### config.mk
export PLATFORM = sky130hd
export DESIGN_NAME = uart_rx_deframer
export DESIGN_NICKNAME = d
export VERILOG_FILES = /design/src/rtl/uart_rx_deframer.sv
export SDC_FILE = /design/constraint.sdc
export NUM_CORES = 1
export LEC_CHECK = 0
export BUFFER_PORTS_ARGS = -buffer_cell sky130_fd_sc_hd__buf_2
export CAP_MARGIN = 20
export CORE_ASPECT_RATIO = 1.2
export CORE_MARGIN = 10
export CORE_UTILIZATION = 55
export DETAILED_ROUTE_END_ITERATION = 16
export PLACE_DENSITY_LB_ADDON = 0.15
export SYNTH_ARGS = -nofsm -noshare
export SYNTH_HDL_FRONTEND = slang
export SYNTH_SLANG_ARGS = --single-unit
### constraint.sdc
create_clock -name clk -period 2.3 [get_ports clk]
set_input_delay 0 -clock clk [delete_from_list [all_inputs] [get_ports clk]]
set_output_delay 0 -clock clk [all_outputs]
set_load 0.1 [all_outputs]
### src/rtl/uart_rx_deframer.sv
// 8N1 UART receiver: 2-flop sync, 16x oversampling, 3-sample majority vote, valid/ready byte output with error pulses.
// Define UART_RX_FIFO_EN for a FIFO_DEPTH-entry FWFT output FIFO; default is a single holding register.

`ifdef UART_RX_FIFO_EN
module uart_rx_deframer_fifo #(
  parameter int W     = 8,
  parameter int DEPTH = 8
) (
  input  logic         clk,
  input  logic         reset,
  input  logic         push,
  input  logic [W-1:0] din,
  input  logic         pop,
  output logic [W-1:0] dout,
  output logic         empty,
  output logic         full
);
  localparam int AW = $clog2(DEPTH);
  localparam logic [AW:0] PTR_ONE = 1;

  logic [W-1:0] mem_q [DEPTH];
  logic [W-1:0] mem_d [DEPTH];
  logic [AW:0]  wr_q, wr_d, rd_q, rd_d;
  logic         do_push, do_pop;

  // Extra pointer MSB distinguishes full from empty.
  assign empty   = (wr_q == rd_q);
  assign full    = (wr_q[AW] != rd_q[AW]) && (wr_q[AW-1:0] == rd_q[AW-1:0]);
  assign do_pop  = pop && !empty;
  assign do_push = push && (!full || do_pop);
  assign dout    = mem_q[rd_q[AW-1:0]];

  always_comb begin
    mem_d = mem_q;
    wr_d  = wr_q;
    rd_d  = rd_q;
    if (do_push) begin
      mem_d[wr_q[AW-1:0]] = din;
      wr_d = wr_q + PTR_ONE;
    end
    if (do_pop) rd_d = rd_q + PTR_ONE;
  end

  always_ff @(posedge clk or negedge reset) begin
    if (!reset) begin
      for (int i = 0; i < DEPTH; i++) mem_q[i] <= '0;
      wr_q <= '0;
      rd_q <= '0;
    end else begin
      mem_q <= mem_d;
      wr_q  <= wr_d;
      rd_q  <= rd_d;
    end
  end
endmodule
`endif

module uart_rx_deframer #(
  parameter int CLK_HZ     = 100_000_000,
  parameter int BAUD       = 115200,
  parameter int FIFO_DEPTH = 8
) (
  input  logic       clk,
  input  logic       reset,
  input  logic       uart_rx,
  output logic [7:0] rx_data,
  output logic       rx_valid,
  input  logic       rx_ready,
  output logic       frame_err,
  output logic       overrun,
  output logic       busy
);
  localparam int DIV = (CLK_HZ + 8 * BAUD) / (16 * BAUD);
  localparam int PW  = (DIV > 1) ? $clog2(DIV) : 1;

  if (DIV < 1) begin : g_div_chk
    $error("uart_rx_deframer: CLK_HZ too low for BAUD (DIV < 1)");
  end
  if (FIFO_DEPTH < 2 || (FIFO_DEPTH & (FIFO_DEPTH - 1)) != 0) begin : g_depth_chk
    $error("uart_rx_deframer: FIFO_DEPTH must be a power of 2 >= 2");
  end

  typedef enum logic [2:0] {
    S_IDLE,
    S_START,
    S_DATA,
    S_STOP,
    S_BREAK
  } state_t;

  state_t        state_q, state_d;
  logic [1:0]    sync_q, sync_d;
  logic [PW-1:0] presc_q, presc_d;
  logic [3:0]    s_q, s_d, s_nxt;
  logic [1:0]    vote_q, vote_d;
  logic [2:0]    bit_q, bit_d;
  logic [7:0]    shift_q, shift_d;
  logic          ferr_q, ferr_d;
  logic          ovr_q, ovr_d;
  logic          rx_s, tick, vote, eval, push;

  assign sync_d = {sync_q[0], uart_rx};
  assign rx_s   = sync_q[1];

  always_comb begin
    state_d = state_q;
    presc_d = presc_q;
    s_d     = s_q;
    vote_d  = vote_q;
    bit_d   = bit_q;
    shift_d = shift_q;
    push    = 1'b0;
    ferr_d  = 1'b0;
    tick    = (state_q != S_IDLE) && (presc_q == PW'(DIV - 1));
    s_nxt   = s_q + 4'd1;
    // vote_q holds the samples taken as s became 7 and 8; rx_s is the s=9 sample.
    vote    = (vote_q[1] & vote_q[0]) | (vote_q[1] & rx_s) | (vote_q[0] & rx_s);
    eval    = tick && (s_nxt == 4'd9);

    if (state_q != S_IDLE) begin
      presc_d = tick ? '0 : presc_q + PW'(1);
      if (tick) begin
        s_d    = s_nxt;
        vote_d = {vote_q[0], rx_s};
      end
    end

    case (state_q)
      S_IDLE: begin
        presc_d = '0;
        s_d     = '0;
        if (!rx_s) state_d = S_START;
      end
      S_START: begin
        if (eval) begin
          bit_d   = '0;
          state_d = vote ? S_IDLE : S_DATA;
        end
      end
      S_DATA: begin
        if (eval) begin
          shift_d = {vote, shift_q[7:1]};
          bit_d   = bit_q + 3'd1;
          if (bit_q == 3'd7) state_d = S_STOP;
        end
      end
      S_STOP: begin
        // Leaving at mid-stop re-arms early enough for back-to-back frames with baud skew.
        if (eval) begin
          if (vote) begin
            push    = 1'b1;
            state_d = S_IDLE;
          end else begin
            ferr_d  = 1'b1;
            presc_d = '0;
            s_d     = '0;
            state_d = S_BREAK;
          end
        end
      end
      S_BREAK: begin
        // Need 16 consecutive high ticks; any low sample restarts the count.
        if (!rx_s) begin
          presc_d = '0;
          s_d     = '0;
        end else if (tick && s_q == 4'd15) begin
          state_d = S_IDLE;
        end
      end
      default: state_d = S_IDLE;
    endcase
  end

`ifdef UART_RX_FIFO_EN
  logic fifo_empty, fifo_full;

  uart_rx_deframer_fifo #(
    .W    (8),
    .DEPTH(FIFO_DEPTH)
  ) u_fifo (
    .clk  (clk),
    .reset(reset),
    .push (push),
    .din  (shift_q),
    .pop  (rx_ready),
    .dout (rx_data),
    .empty(fifo_empty),
    .full (fifo_full)
  );

  assign rx_valid = !fifo_empty;
  assign ovr_d    = push && fifo_full && !rx_ready;
`else
  logic [7:0] data_q, data_d;
  logic       valid_q, valid_d;

  always_comb begin
    data_d  = data_q;
    valid_d = valid_q;
    ovr_d   = 1'b0;
    if (push) begin
      if (!valid_q || rx_ready) begin
        data_d  = shift_q;
        valid_d = 1'b1;
      end else begin
        ovr_d = 1'b1;
      end
    end else if (valid_q && rx_ready) begin
      valid_d = 1'b0;
    end
  end

  always_ff @(posedge clk or negedge reset) begin
    if (!reset) begin
      data_q  <= 8'h00;
      valid_q <= 1'b0;
    end else begin
      data_q  <= data_d;
      valid_q <= valid_d;
    end
  end

  assign rx_data  = data_q;
  assign rx_valid = valid_q;
`endif

  always_ff @(posedge clk or negedge reset) begin
    if (!reset) begin
      state_q <= S_IDLE;
      sync_q  <= 2'b11;
      presc_q <= '0;
      s_q     <= '0;
      vote_q  <= 2'b11;
      bit_q   <= '0;
      shift_q <= '0;
      ferr_q  <= 1'b0;
      ovr_q   <= 1'b0;
    end else begin
      state_q <= state_d;
      sync_q  <= sync_d;
      presc_q <= presc_d;
      s_q     <= s_d;
      vote_q  <= vote_d;
      bit_q   <= bit_d;
      shift_q <= shift_d;
      ferr_q  <= ferr_d;
      ovr_q   <= ovr_d;
    end
  end

  assign frame_err = ferr_q;
  assign overrun   = ovr_q;
  assign busy      = (state_q != S_IDLE);
endmodule

# After elaboration in Yosys (flattened, before gate mapping)
# Cells that the tools add are included.
# classes
bitwise	5
n_mux	36
add_sub_neg	3
n_reduce_logical	16
n_eq_ne	16
# ops
op	count
$mux 3	10
$mux 6	5
$mux 4	5
$pmux 6 s3	1
$pmux 3 s5	1
$ne 2x2->1 const B	7
$pmux 4 s3	1
$mux 1	11
$eq 4x4->1 const B	2
$reduce_and 2->1	4
$reduce_and 7->1	1
$add 6x1->6 const B	1
$eq 3x2->1 const B	2
$eq 3x3->1 const B	2
$eq 6x6->1 const B	1
$pmux 3 s2	1
$add 4x1->4 const B	1
$logic_and 1x1->1	4
$reduce_bool 2->1	2
$add 3x1->3 const B	1
$and 1x1->1	3
$eq 3x1->1 const B	1
$logic_not 3->1	1
$reduce_and 3->1	1
6 further kinds	7
# word_totals
output_inout_bits	12
regBits	39
wordCells	87

# Depth between registers and ports, before layout
# logic_depth
ltp_word	8
depth_mapped	8
mapped_depth_nobuf	7

# Worst setup path before layout
# No wires, ideal clock.
# synth_timing
kind	register to register
startpoint	register state_q[2]
endpoint	register presc_q[4]
slack_ns	0.183
synth_period_minus_slack_ns	2.117
arrival_time_ns	1.987
stages_incl_launch_ff	7
path_buffers	1
setup_ns	0.130
cell_sequence	dfrtp_1 > clkbuf_1 > nor3_1 > inv_1 > nand4_1 > xor2_1 > nor2_1
# synth_via
elab_chain_len	7
# synth_lines
element	line_no	source
start: declaration	91	state_t state_q, state_d;
start signal: assignment	239	state_q <= state_d;
$reduce_bool 3->1 *	-	
via busy	71	output logic busy
$logic_and 1x1->1	114	tick = (state_q != S_IDLE) && (presc_q == PW'(DIV - 1));
$mux 6	121	presc_d = tick ? '0 : presc_q + PW'(1);
$mux 6	120	if (state_q != S_IDLE) begin
$mux 6	150	if (vote) begin
$mux 6	149	if (eval) begin
$pmux 6 s3 *	128	case (state_q)
via presc_d[4]	93	logic [PW-1:0] presc_q, presc_d;
end signal: assignment	241	presc_q <= presc_d;
end: declaration	93	
# Mark *: on every way through the listed nets, which the timed path passes. The rest lies on a longest branch.
# A chain may end at the register's enable or synchronous reset.

# Worst setup path after layout
# layout_timing
startpoint	register s_q[0]
endpoint	register shift_q[3]
# layout_via
elab_chain_len	4
# layout_lines
element	line_no	source
start: declaration	94	logic [3:0] s_q, s_d, s_nxt;
start signal: assignment	232	s_q <= '0;
start signal: assignment	242	s_q <= s_d;
$add 4x1->4	115	s_nxt = s_q + 4'd1;
$eq 4x4->1	118	eval = tick && (s_nxt == 4'd9);
$logic_and 1x1->1	118	
$reduce_and 2->1 (no line)	-	
end signal: assignment	245	shift_q <= shift_d;
end: declaration	97	logic [7:0] shift_q, shift_d;
# No other way between the ends.

==> run metrics <==
status completed; clk root buf clkbuf_8; critical path required time 2480 ps; worst skew pair latency 290 ps; antenna cells 0; deepest clock path buffer count 2; Area growth syn-to-layout 13.4%; CP Max Fanout 11; Max Clock Freq 459 MHz; first-pass GRT wire length 6000 um; worst reg2reg setup slack 120 ps; DR WL/cell 15.2 um; synthesized area per cell 11.8 um2; vias per inst 5.56; Initial DRC Count 68; start point of the critical path s_q[0]; Initial Util 0.568; cell area power density 554 nW/um2; Mapped Cells 159; setup_tns 0 ps; ANT nets after route 0; Detailed Route WL 3350 um; initial antenna violation count 0; Worst setup SP type register; WP data arrival 2360 ps; Via Count 1,224; Post-Place Worst Slack 127 ps; yosys warns 0; Peak VDD IR 0.479 mV; GP Congestion 0.812; layout cell share with drive strength beyond 1 0.317; port bufs 15; TritonCTS Buffers 5; vias in the first global route 1,272; largest net degree at the start of global routing 40; Pre-antenna DRT Iters 4; Slew @ Worst Pin 831 ps; Hold Slack 43.5 ps; metal1 wirelength 1530 um; fin crit share 0.946; Clock Sinks 39; fin. max-slew vios 0; Die X 73.4 um; die height 84.1 um; grt total ovfl 0; fin nets 192; CP Capture Type register; Post-Synthesis Cell Area 1880 um2; total length of routed met3 wires 123 um; dpl hpwl 2370 um; min-delay worst type input pin to register; Setup Viol. Count Final 0; uppermost layer routed met4; kind of critical path register to register; H-tree levels 2; Synth cell types 38; share of the yosys chip area belonging to registers 0.522; Hold Startpoint rx_ready; DR DRC count 0; I/O pins 16; RSZ-0062 raised after global routing false; Worst Skew 6.16 ps; Final Hold Viols 0; R2R Path Start s_q[0]; Slew headroom 0.446; setup repair bufs after CTS 0; P_leak 1.03 nW; worst setup margin 123 ps; crit path time final 2180 ps; flops & latches, synth 39; met2 wire len 1660 um; Cell Rows 23; Post-Syn Nets 169; MaxCap Viol Count 0; die area 6170 um2; Core Box Area 3310 um2; clk slew on worst S/H paths 80 ps; total global-route track usage 0.119; CTS tree built
## per-layer routing
layer	vias up	global-route usage
met5	-	0
met4	0	0.0357
met3	4	0.0381
met2	14	0.190
met1	604	0.147
li1	602	-
## cells in the mapped netlist, drive strengths merged
library cell	n	area share
a211o	2	0.0093
a21o	1	0.0040
a21oi	5	0.015
and3	2	0.0067
buf	1	0.0060
clkbuf	3	0.0060
dfrtp	35	0.47
dfstp	4	0.056
ha	6	0.040
inv	4	0.0080
maj3	1	0.0053
mux2	19	0.11
mux2i	1	0.0053
nand2	12	0.024
nand2b	6	0.020
nand3	4	0.011
nand3b	1	0.011
nand4	3	0.010
nor2	14	0.028
nor2b	3	0.010
nor3	10	0.035
nor3b	2	0.014
nor4	1	0.011
nor4b	2	0.0093
o211a	1	0.0053
o21a	1	0.0040
o21ai	2	0.0053
o22ai	1	0.0033
o31ai	1	0.0067
o41ai	2	0.0093
or3	2	0.0093
xnor2	2	0.0093
xor2	5	0.023
## cell usage in the layout (no fill, tap or decap), types with 5 or more instances in the layout
master,Yosys,layout
ha_1,6,6
xor2_1,5,5
dfrtp_1,35,35
nor2_1,14,14
mux2_2,19,19
nor3_1,8,7
nand2b_1,6,6
clkbuf_8,0,5
nand2_1,12,12
buf_2,0,15
## final timing paths
check                              to  cells after the start
min                           overrun                      3
max in group asynchronous      s_q[3]                      2
min reg2reg                 sync_q[1]                      0
max                        shift_q[3]                      6
min in group asynchronous  presc_q[1]                      2
max reg2reg                shift_q[3]                      6
## report_power, final
group          internal [mW]  leakage, nW  switching (mW)
combinational        0.00438        0.474          0.0132
clock                  0.217       0.0443           0.256
sequential             0.688        0.516         0.00163
## critical path, stage by stage (launching register included)
cell	delay, ps
dfrtp_1	440
ha_1	270
nand2b_1	210
nor4_4	290
a21oi_4	130
nor3_4	350
mux2_2	390
## state kept, by name, indices dropped and copies added, names as in the netlist, 2 cells and up
name     count
rx_data      8
vote_q       2
bit_q        3
sync_q       2
s_q          4
shift_q      8
state_q      3
presc_q      6
## kinds of logic (layout without fill, tap and decap cells)
family / Yosys count / after routing / synth area share
buf+inv: 8 / 32 / 0.0200
fa+ha+maj: 7 / 7 / 0.0452
compound gates: 16 / 16 / 0.0626
simple gates: 62 / 62 / 0.199
xor+xnor: 7 / 7 / 0.0326
flops: 39 / 39 / 0.522
mux: 20 / 20 / 0.119
## metrics by stage
step | util | power (mW) | instance area, um2 | std cells
after CTS | 0.639 | 1.20 | 2120 | 220
final | 0.644 | 1.18 | 2130 | 220
after floorplan | - | 0.704 | 1880 | 159
after global routing | 0.644 | 1.23 | 2130 | 220
after detailed placement | 0.605 | 0.720 | 2000 | 210
after global placement | 0.605 | 0.719 | 2000 | 210
## repair_timing
action / 4_1_cts / 5_1_grt
endpoints found under the hold margin: 36 / 0
hold buffers: 2 / 0
gates resized for setup: 0 / 3
endpoints found under the setup margin: 0 / 14
## cell type report
class	count	area (um2)
clock buffer	5	68.8
clock inverter	3	25.0
fill	257	1180
inverter	4	15.0
multi-input combinational	112	875
sequential	39	981
tap	37	46.3
timing repair buffer	20	121
No activity file was read; power rests on OpenSTA's default activity.
